==> src/rtl/tick_scheduler_pkg.sv <==
// Shared types and default widths for the tick scheduler slice.
package tick_scheduler_pkg;

  typedef enum logic [1:0] {
    IDLE = 2'd0,
    RUN  = 2'd1,
    DONE = 2'd2
  } state_t;

  localparam int DEF_FREQ_IN = 10_000_000;
  localparam int DEF_N_REQ   = 2;
  localparam int DEF_DIV_W   = 16;
  localparam int DEF_CNT_W   = 8;

endpackage

==> src/rtl/tick_scheduler_if.sv <==
// Requester bus of the tick scheduler: job handshake, abort, tick and completion outputs.
interface tick_scheduler_if
  import tick_scheduler_pkg::*;
#(
  parameter int N_REQ = DEF_N_REQ,
  parameter int DIV_W = DEF_DIV_W,
  parameter int CNT_W = DEF_CNT_W,
  parameter int ID_W  = $clog2(N_REQ)
) ();

  // Handshake: requester r holds i_req_valid[r] (with stable div/count) until it
  // sees o_req_ready[r] high in the same cycle; that cycle is the accept.
  logic [N_REQ-1:0]       i_req_valid;
  logic [N_REQ*DIV_W-1:0] i_req_div;
  logic [N_REQ*CNT_W-1:0] i_req_count;
  logic [N_REQ-1:0]       o_req_ready;
  logic                   i_abort;
  logic                   o_tick;
  logic                   o_busy;
  logic [ID_W-1:0]        o_owner;
  logic                   o_done;
  logic [ID_W-1:0]        o_done_id;
  logic                   o_aborted;
  state_t                 dbg_state;

  modport master (
    output i_req_valid, i_req_div, i_req_count, i_abort,
    input  o_req_ready, o_tick, o_busy, o_owner, o_done, o_done_id, o_aborted, dbg_state
  );

  modport slave (
    input  i_req_valid, i_req_div, i_req_count, i_abort,
    output o_req_ready, o_tick, o_busy, o_owner, o_done, o_done_id, o_aborted, dbg_state
  );

endinterface

==> src/rtl/tick_scheduler_rr_arbiter.sv <==
// Round-robin arbiter: one-hot grant to the first active request at or after the pointer.
module rr_arbiter #(
  parameter int N_REQ = 2,
  parameter int ID_W  = $clog2(N_REQ)
) (
  input  logic [N_REQ-1:0] req_i,
  input  logic [ID_W-1:0]  ptr_i,
  output logic [N_REQ-1:0] gnt_o,
  output logic [ID_W-1:0]  gnt_id_o
);

  logic [ID_W-1:0] idx;
  logic            found;

  always_comb begin
    gnt_o    = '0;
    gnt_id_o = '0;
    found    = 1'b0;
    idx      = '0;
    for (int i = 0; i < N_REQ; i++) begin
      idx = ID_W'((int'(ptr_i) + i) % N_REQ);
      if (!found && req_i[idx]) begin
        found      = 1'b1;
        gnt_o[idx] = 1'b1;
        gnt_id_o   = idx;
      end
    end
  end

endmodule

==> src/rtl/tick_scheduler.sv <==
// Shared rate generator: accepts one job (divisor, tick count) at a time, round-robin
// across requesters, and emits single-cycle enable ticks plus a tagged done pulse.
module tick_scheduler
  import tick_scheduler_pkg::*;
#(
  parameter int FRECUENCY_IN = DEF_FREQ_IN,
  parameter int N_REQ        = DEF_N_REQ,
  parameter int DIV_W        = DEF_DIV_W,
  parameter int CNT_W        = DEF_CNT_W,
  parameter int ID_W         = $clog2(N_REQ)
) (
  input  logic            i_clk,
  input  logic            i_rst,
  tick_scheduler_if.slave sl
);

  if (FRECUENCY_IN <= 0 || N_REQ < 2) begin : g_param_check
    $error("tick_scheduler: FRECUENCY_IN must be positive and N_REQ >= 2");
  end

  state_t           state_q, state_d;
  logic [ID_W-1:0]  rr_q, rr_d;
  logic [ID_W-1:0]  owner_q, owner_d;
  logic [DIV_W-1:0] div_q, div_d;
  logic [DIV_W-1:0] phase_q, phase_d;
  logic [CNT_W-1:0] rem_q, rem_d;
  logic             aborted_q, aborted_d;

  logic [N_REQ-1:0] gnt;
  logic [ID_W-1:0]  gnt_id;
  logic [DIV_W-1:0] req_div [N_REQ];
  logic [CNT_W-1:0] req_cnt [N_REQ];
  logic [N_REQ-1:0] ready;
  logic             tick;
  logic             last_phase;
  logic             final_tick;

  for (genvar r = 0; r < N_REQ; r++) begin : g_unpack
    assign req_div[r] = sl.i_req_div[r*DIV_W +: DIV_W];
    assign req_cnt[r] = sl.i_req_count[r*CNT_W +: CNT_W];
  end

  rr_arbiter #(.N_REQ(N_REQ), .ID_W(ID_W)) u_arb (
    .req_i    (sl.i_req_valid),
    .ptr_i    (rr_q),
    .gnt_o    (gnt),
    .gnt_id_o (gnt_id)
  );

  // Ready is held low while reset is asserted so nothing looks accepted during reset.
  assign ready = (state_q == IDLE && i_rst) ? gnt : '0;

  always_comb begin
    state_d    = state_q;
    rr_d       = rr_q;
    owner_d    = owner_q;
    div_d      = div_q;
    phase_d    = phase_q;
    rem_d      = rem_q;
    aborted_d  = aborted_q;
    tick       = 1'b0;
    last_phase = (phase_q == div_q - DIV_W'(1));
    final_tick = last_phase && (rem_q == CNT_W'(1));
    case (state_q)
      IDLE: begin
        if (|ready) begin
          owner_d   = gnt_id;
          div_d     = (req_div[gnt_id] == '0) ? DIV_W'(1) : req_div[gnt_id];
          rem_d     = req_cnt[gnt_id];
          phase_d   = '0;
          aborted_d = 1'b0;
          state_d   = (req_cnt[gnt_id] == '0) ? DONE : RUN;
        end
      end
      RUN: begin
        // An abort only suppresses a tick that is not the job's last one.
        if (last_phase && (!sl.i_abort || final_tick)) begin
          tick    = 1'b1;
          phase_d = '0;
          rem_d   = rem_q - CNT_W'(1);
          if (final_tick) state_d = DONE;
        end else if (sl.i_abort) begin
          aborted_d = 1'b1;
          state_d   = DONE;
        end else begin
          phase_d = phase_q + DIV_W'(1);
        end
      end
      DONE: begin
        rr_d    = (owner_q == ID_W'(N_REQ - 1)) ? '0 : owner_q + ID_W'(1);
        state_d = IDLE;
      end
      default: state_d = IDLE;
    endcase
  end

  always_ff @(posedge i_clk) begin
    if (!i_rst) begin
      state_q   <= IDLE;
      rr_q      <= '0;
      owner_q   <= '0;
      div_q     <= '0;
      phase_q   <= '0;
      rem_q     <= '0;
      aborted_q <= 1'b0;
    end else begin
      state_q   <= state_d;
      rr_q      <= rr_d;
      owner_q   <= owner_d;
      div_q     <= div_d;
      phase_q   <= phase_d;
      rem_q     <= rem_d;
      aborted_q <= aborted_d;
    end
  end

  assign sl.o_req_ready = ready;
  assign sl.o_tick      = tick;
  assign sl.o_busy      = (state_q != IDLE);
  assign sl.o_owner     = owner_q;
  assign sl.o_done      = (state_q == DONE);
  assign sl.o_done_id   = (state_q == DONE) ? owner_q : '0;
  assign sl.o_aborted   = (state_q == DONE) && aborted_q;
  assign sl.dbg_state   = state_q;

endmodule

==> src/flat_wrapper.sv <==
// flat-port wrapper written by rule: the top's interface ports become plain ports
module tick_scheduler_flat import tick_scheduler_pkg::*;
#(
  parameter int FRECUENCY_IN = DEF_FREQ_IN,
  parameter int N_REQ        = DEF_N_REQ,
  parameter int DIV_W        = DEF_DIV_W,
  parameter int CNT_W        = DEF_CNT_W,
  parameter int ID_W         = $clog2(N_REQ)
)
  (i_clk, i_rst, sl_i_req_valid, sl_i_req_div, sl_i_req_count, sl_i_abort, sl_o_req_ready, sl_o_tick, sl_o_busy, sl_o_owner, sl_o_done, sl_o_done_id, sl_o_aborted, sl_dbg_state);
  tick_scheduler_if #(.N_REQ(N_REQ), .DIV_W(DIV_W), .CNT_W(CNT_W), .ID_W(ID_W)) sl_i ();
  input  logic i_clk;
  input  logic i_rst;
  input wire logic [$bits(sl_i.i_req_valid)-1:0] sl_i_req_valid;
  input wire logic [$bits(sl_i.i_req_div)-1:0] sl_i_req_div;
  input wire logic [$bits(sl_i.i_req_count)-1:0] sl_i_req_count;
  input wire logic [$bits(sl_i.i_abort)-1:0] sl_i_abort;
  output wire logic [$bits(sl_i.o_req_ready)-1:0] sl_o_req_ready;
  output wire logic [$bits(sl_i.o_tick)-1:0] sl_o_tick;
  output wire logic [$bits(sl_i.o_busy)-1:0] sl_o_busy;
  output wire logic [$bits(sl_i.o_owner)-1:0] sl_o_owner;
  output wire logic [$bits(sl_i.o_done)-1:0] sl_o_done;
  output wire logic [$bits(sl_i.o_done_id)-1:0] sl_o_done_id;
  output wire logic [$bits(sl_i.o_aborted)-1:0] sl_o_aborted;
  output wire logic [$bits(sl_i.dbg_state)-1:0] sl_dbg_state;
  assign sl_i.i_req_valid = sl_i_req_valid;
  assign sl_i.i_req_div = sl_i_req_div;
  assign sl_i.i_req_count = sl_i_req_count;
  assign sl_i.i_abort = sl_i_abort;
  assign sl_o_req_ready = sl_i.o_req_ready;
  assign sl_o_tick = sl_i.o_tick;
  assign sl_o_busy = sl_i.o_busy;
  assign sl_o_owner = sl_i.o_owner;
  assign sl_o_done = sl_i.o_done;
  assign sl_o_done_id = sl_i.o_done_id;
  assign sl_o_aborted = sl_i.o_aborted;
  assign sl_dbg_state = sl_i.dbg_state;
  tick_scheduler #(.FRECUENCY_IN(FRECUENCY_IN), .N_REQ(N_REQ), .DIV_W(DIV_W), .CNT_W(CNT_W), .ID_W(ID_W)) u_core (.i_clk(i_clk), .i_rst(i_rst), .sl(sl_i));
endmodule
==> config.mk <==
export PLATFORM = sky130hd
export DESIGN_NAME = tick_scheduler_flat
export DESIGN_NICKNAME = d
export VERILOG_FILES = /design/src/rtl/tick_scheduler_pkg.sv /design/src/rtl/tick_scheduler_if.sv /design/src/rtl/tick_scheduler_rr_arbiter.sv /design/src/rtl/tick_scheduler.sv /design/src/flat_wrapper.sv
export SDC_FILE = /design/constraint.sdc
export NUM_CORES = 1
export LEC_CHECK = 0
export ABC_AREA = 1
export CAP_MARGIN = 20
export CELL_PAD_IN_SITES_DETAIL_PLACEMENT = 0
export CELL_PAD_IN_SITES_GLOBAL_PLACEMENT = 1
export CORE_ASPECT_RATIO = 0.75
export CORE_MARGIN = 3
export CORE_UTILIZATION = 27
export CTS_CLUSTER_DIAMETER = 30
export DETAILED_ROUTE_END_ITERATION = 6
export GPL_TIMING_DRIVEN = 0
export PLACE_DENSITY = 0.61
export SLEW_MARGIN = 25
export SYNTH_ARGS = -nofsm -noshare
export SYNTH_HDL_FRONTEND = slang
export SYNTH_SLANG_ARGS = --single-unit
==> constraint.sdc <==
create_clock -name i_clk -period 2.4 [get_ports i_clk]
set_input_delay 0.48 -clock i_clk [delete_from_list [all_inputs] [get_ports i_clk]]
set_output_delay 0.48 -clock i_clk [all_outputs]
set_load 0.02 [all_outputs]
==> summary by stage <==
Drt
After detailed routing, the average wire length per cell comes to 14.6 µm. For this block, the via count after detailed routing is 4095. The detailed-route DRC error count is 0.

The pre-antenna-repair detailed-routing pass consisted of 4 iterations. The detail-routed via count per cell is 4.72. The detailed router finished its first iteration with 166 violations.

The total wirelength of the detailed-routed design is 12700 µm. The number of nets with antenna violations after routing is 0.

STA
After layout, the worst path uses 111% of the clock period. Setup repair after global routing could not meet its margin everywhere. Hold timing on the final database bottoms out at a slack of 0.480 ns. The worst pin sits at a relative slew slack of 62.7%.

The count of final hold-check violations is 0. The number of pins with negative max-slew slack in the final report is 0. For this run, the top clock speed supported by timing is 376 MHz. The actual transition at the worst max-transition pin is 0.560 ns.

The number of setup violations in the final report is 4. The final worst-path setup slack is -0.260 ns. The clock period minus final worst setup slack is 2.66 ns.

The clock arrives with 0.00415 ns of skew.

Worst setup path
The setup slack on the worst flop-to-flop path is -0.01 ns. The arrival time at the worst endpoint is 2.18 ns. The count of cells along the worst register-to-register path is 19. The launch instance of the worst register-to-register path is u_core.div_q[1].

The origin of the worst setup path is u_core.div_q[1]. At the worst endpoint, the required time is 1.92 ns. STA classifies the critical path endpoint as a primary output. The top fanout value on the critical path is 7. The most critical setup path has its endpoint at sl_o_tick. In this run the critical register-to-register path is captured at u_core.phase_q[12]. STA classifies the critical path startpoint as a flip-flop.

The worst setup path is of the flip-flop to primary output kind.

Global routing
The global-route wire length before repair is 20300 µm. Entering global routing, the biggest net connects 16 pins. The global route total overflow is 0. Global routing used 24.8% of the available met2 tracks. After global routing, the most crowded layer is met1.

The via count of the first global-routing pass is 3881. The global-route track usage on met3 is 2.81%. For this run, the total global-route usage over all layers was measured as 16.6%. The initial antenna violation count was 0. The met1 routing resource usage after global routing is 25.1%.

Place
The worst setup slack before clock tree synthesis is -0.948 ns. Routability-driven placement finished with a final weighted congestion of 0.903. In this run, placement finished with an instance count of 848. Port buffering added 62 buffers.

The HPWL after detailed placement is 10200 µm.

Logic synthesis
The cell area that synthesis handed to floorplanning was 0.00380 mm². sky130_fd_sc_hd__dfxtp_1 takes more of the synthesized area than any other cell. The number of nets produced by synthesis is 672. In this run, synthesis inferred 0 flip-flops with an integrated enable. The fraction of registers with async set or reset after synthesis is 0%. The netlist uses 39 different library cells. The portion of synthesized cell area occupied by the leading cell type is 23.7%. By area the synthesized netlist is led by sky130_fd_sc_hd__dfxtp_1 (24%), sky130_fd_sc_hd__nand2_1 (16%), sky130_fd_sc_hd__nor2_1 (8.0%), sky130_fd_sc_hd__inv_1 (7.5%), sky130_fd_sc_hd__nand3_1 (6.7%). For this run, the number of Yosys warnings is 0. The proportion of synthesized chip area in sequential cells is 23.7%. The synthesized area divided by synthesized cell count is 6.18 µm². The flop and latch count out of synthesis is 45. The instance count of the mapped netlist is 615. The primary flip-flop cell chosen by synthesis mapping is sky130_fd_sc_hd__dfxtp_1.

Floorplanning
Once the floorplan was initialized, standard cells occupied 28.4% of the core. The I/O pin count is 63. In this run the horizontal extent of the chip is 143 µm. The core outline area is 0.0134 mm². The die area is 0.0156 mm². Measured along the y axis, the die boundary spans 109 µm. The floorplan has 36 rows.

Cells and area
0 antenna diodes ended up in the layout. The library cells used most frequently in the layout, excluding fill and tap cells, are sky130_fd_sc_hd__nand2_1 (152), sky130_fd_sc_hd__inv_1 (72), sky130_fd_sc_hd__nor2_1 (72), sky130_fd_sc_hd__clkdlybuf4s50_1 (58), sky130_fd_sc_hd__nand3_1 (50). Leaving out fill and tap cells, the most frequent cell in the layout is sky130_fd_sc_hd__nand2_1. The signed area change from the synthesized netlist to the final layout is 33.8%. The count of nets after finishing is 753. The number of standard cells in the final layout excluding fillers is 868. Cells fill 38.0% of the core in the end.

The proportion of layout cells with a drive suffix above 1 is 15.5%.

CTS
TritonCTS built the clock tree. CTS placed an instance of sky130_fd_sc_hd__clkbuf_16 at the clock tree root. The source-to-sink clock delay at the later pin of the worst-skew pair is 0.29 ns. The clock transition time at the flip-flop clock pins of the worst setup and hold paths is 0.07 ns. The H-tree depth is 2. TritonCTS created 5 clock buffers.

The worst-case clock buffer depth is 2. The clock drives 45 sinks.

Pwr
The net switching share of the total power is 38.7%. The maximum ir drop on the vdd rail is 280 µV. The part of the total power dissipated in sequential elements is 29.4%. The power density normalized to cell area is 630 mW/mm².

The logic gate share of total power is 41.0%. The leakage power figure is 2.35 nW. In this run the power spent charging and discharging nets is 0.00124 W. Per report_power, the clock group accounts for 29.6% of the total. Cell internal power was estimated by the tool at 0.00197 W.

Run status
The run finished, with violations left. The checks that failed: setup timing.

Hold path
Along the worst hold path, the cell count comes to 2. The worst hold path belongs to the class flip-flop to flip-flop.

Flow run
The tool flagged a number of max-cap violations equal to 0.
[metrics by stage]
step | setup TNS [ns] | area (µm²) | power, W
2_1_floorplan | 0 | 3810 | 0.00179
3_3_place_gp | -16.98 | 4650 | 0.00214
3_5_place_dp | -18.13 | 4650 | 0.00215
4_1_cts | -0.372 | 4960 | 0.00316
5_1_grt | -3.23 | 5090 | 0.00343
6_report | -0.283 | 5090 | 0.00321
[Yosys cell counts, types with 2 or more instances]
cell / instances
sky130_fd_sc_hd__buf_6: 2
sky130_fd_sc_hd__nor3_1: 9
sky130_fd_sc_hd__nand2_2: 4
sky130_fd_sc_hd__a21oi_1: 25
sky130_fd_sc_hd__nand2_1: 158
sky130_fd_sc_hd__nand3_2: 12
sky130_fd_sc_hd__o21ai_0: 31
sky130_fd_sc_hd__nor4_1: 5
sky130_fd_sc_hd__nand3b_1: 2
sky130_fd_sc_hd__nor2_2: 11
sky130_fd_sc_hd__ha_1: 4
sky130_fd_sc_hd__nand2_4: 2
sky130_fd_sc_hd__buf_2: 7
sky130_fd_sc_hd__dfxtp_1: 45
sky130_fd_sc_hd__a211oi_1: 2
sky130_fd_sc_hd__mux2i_1: 17
sky130_fd_sc_hd__clkinv_1: 2
sky130_fd_sc_hd__nand4_1: 9
sky130_fd_sc_hd__xor2_1: 18
sky130_fd_sc_hd__inv_1: 76
sky130_fd_sc_hd__nand3_1: 51
sky130_fd_sc_hd__a31oi_1: 2
sky130_fd_sc_hd__o211ai_1: 2
sky130_fd_sc_hd__xnor2_1: 10
sky130_fd_sc_hd__mux2_2: 2
sky130_fd_sc_hd__o31ai_1: 2
sky130_fd_sc_hd__nor2_1: 81
sky130_fd_sc_hd__clkbuf_1: 10
sky130_fd_sc_hd__nor2_4: 4
[power by group through the flow]
stage / sequential [W] / clock [W] / combinational (W)
finish: 0.000944 / 0.000948 / 0.00131
global route: 0.000958 / 0.000994 / 0.00148
CTS: 0.000944 / 0.000966 / 0.00125
detailed placement: 0.000957 / 0 / 0.00119
global placement: 0.000957 / 0 / 0.00118
floorplan: 0.000920 / 0 / 0.000865
[kinds of logic (layout without fill, tap and decap cells)]
| logic type | Yosys count | count (layout) | synth area share [%] |
|---|---|---|---|
| buffers and inverters | 100 | 182 | 10.8 |
| xor gates and xnor gates | 28 | 28 | 6.45 |
| AOI/OAI and AO/OA | 68 | 68 | 9.84 |
| DFF | 45 | 45 | 23.7 |
| and+or+nand+nor | 351 | 351 | 42.8 |
| muxes | 19 | 19 | 5.07 |
| adders and majority gates | 4 | 4 | 1.32 |
[metal layers]
metal,share of wire (%),vias to the layer above
li1,-,2133
met3,3.9,10
met2,41,80
met1,55,1872
met5,0,-
met4,0.76,0
[sequential cells by signal, indices dropped and copies added (netlist names)]
name	cells
u_core.rr_q	1
u_core.sl.dbg_state	2
u_core.phase_q	16
u_core.aborted_q	1
u_core.div_q	16
u_core.rem_q	8
u_core.sl.o_owner	1
[worst min-delay path by stage]
stage | startpoint | endpoint | slack [ns]
6_report | u_core.aborted_q | u_core.aborted_q | 0.48
5_1_grt | u_core.sl.o_owner | u_core.sl.o_owner | 0.53
4_1_cts | u_core.aborted_q | u_core.aborted_q | 0.49
3_5_place_dp | u_core.aborted_q | u_core.aborted_q | 0.48
3_3_place_gp | u_core.aborted_q | u_core.aborted_q | 0.47
2_1_floorplan | u_core.aborted_q | u_core.aborted_q | 0.43
[what timing repair did]
action                     4_1_cts  5_1_grt
setup endpoints to repair       46       46
hold buffers                     0        0
pin swaps                       11       11
cloned                           0        1
setup buffers                    8        5
gates resized for setup         32       31
[critical path: stages (launching register included)]
cell and delay, ns:
sky130_fd_sc_hd__dfxtp_4 0.36, sky130_fd_sc_hd__inv_2 0.06, sky130_fd_sc_hd__ha_4 0.15, sky130_fd_sc_hd__nand3_4 0.11, sky130_fd_sc_hd__nor2_4 0.21, sky130_fd_sc_hd__nand2_1 0.07
sky130_fd_sc_hd__nand2_1 0.08, sky130_fd_sc_hd__nand2_1 0.07, sky130_fd_sc_hd__nor2_2 0.12, sky130_fd_sc_hd__nand2_2 0.07, sky130_fd_sc_hd__nor2_4 0.16, sky130_fd_sc_hd__o2111ai_4 0.20
sky130_fd_sc_hd__inv_2 0.10, sky130_fd_sc_hd__buf_6 0.11
[area by class of cell]
cell class	instances	area, µm²
clock inverters	3	68.8
plain buffers	19	126
well taps	171	214
flip-flops and latches	45	912
inverters	79	299
multi-input cells	470	2590
fillers	1457	8290
clock buffers	5	125
repair buffers	76	748
Power figures use the tool's default switching activity.
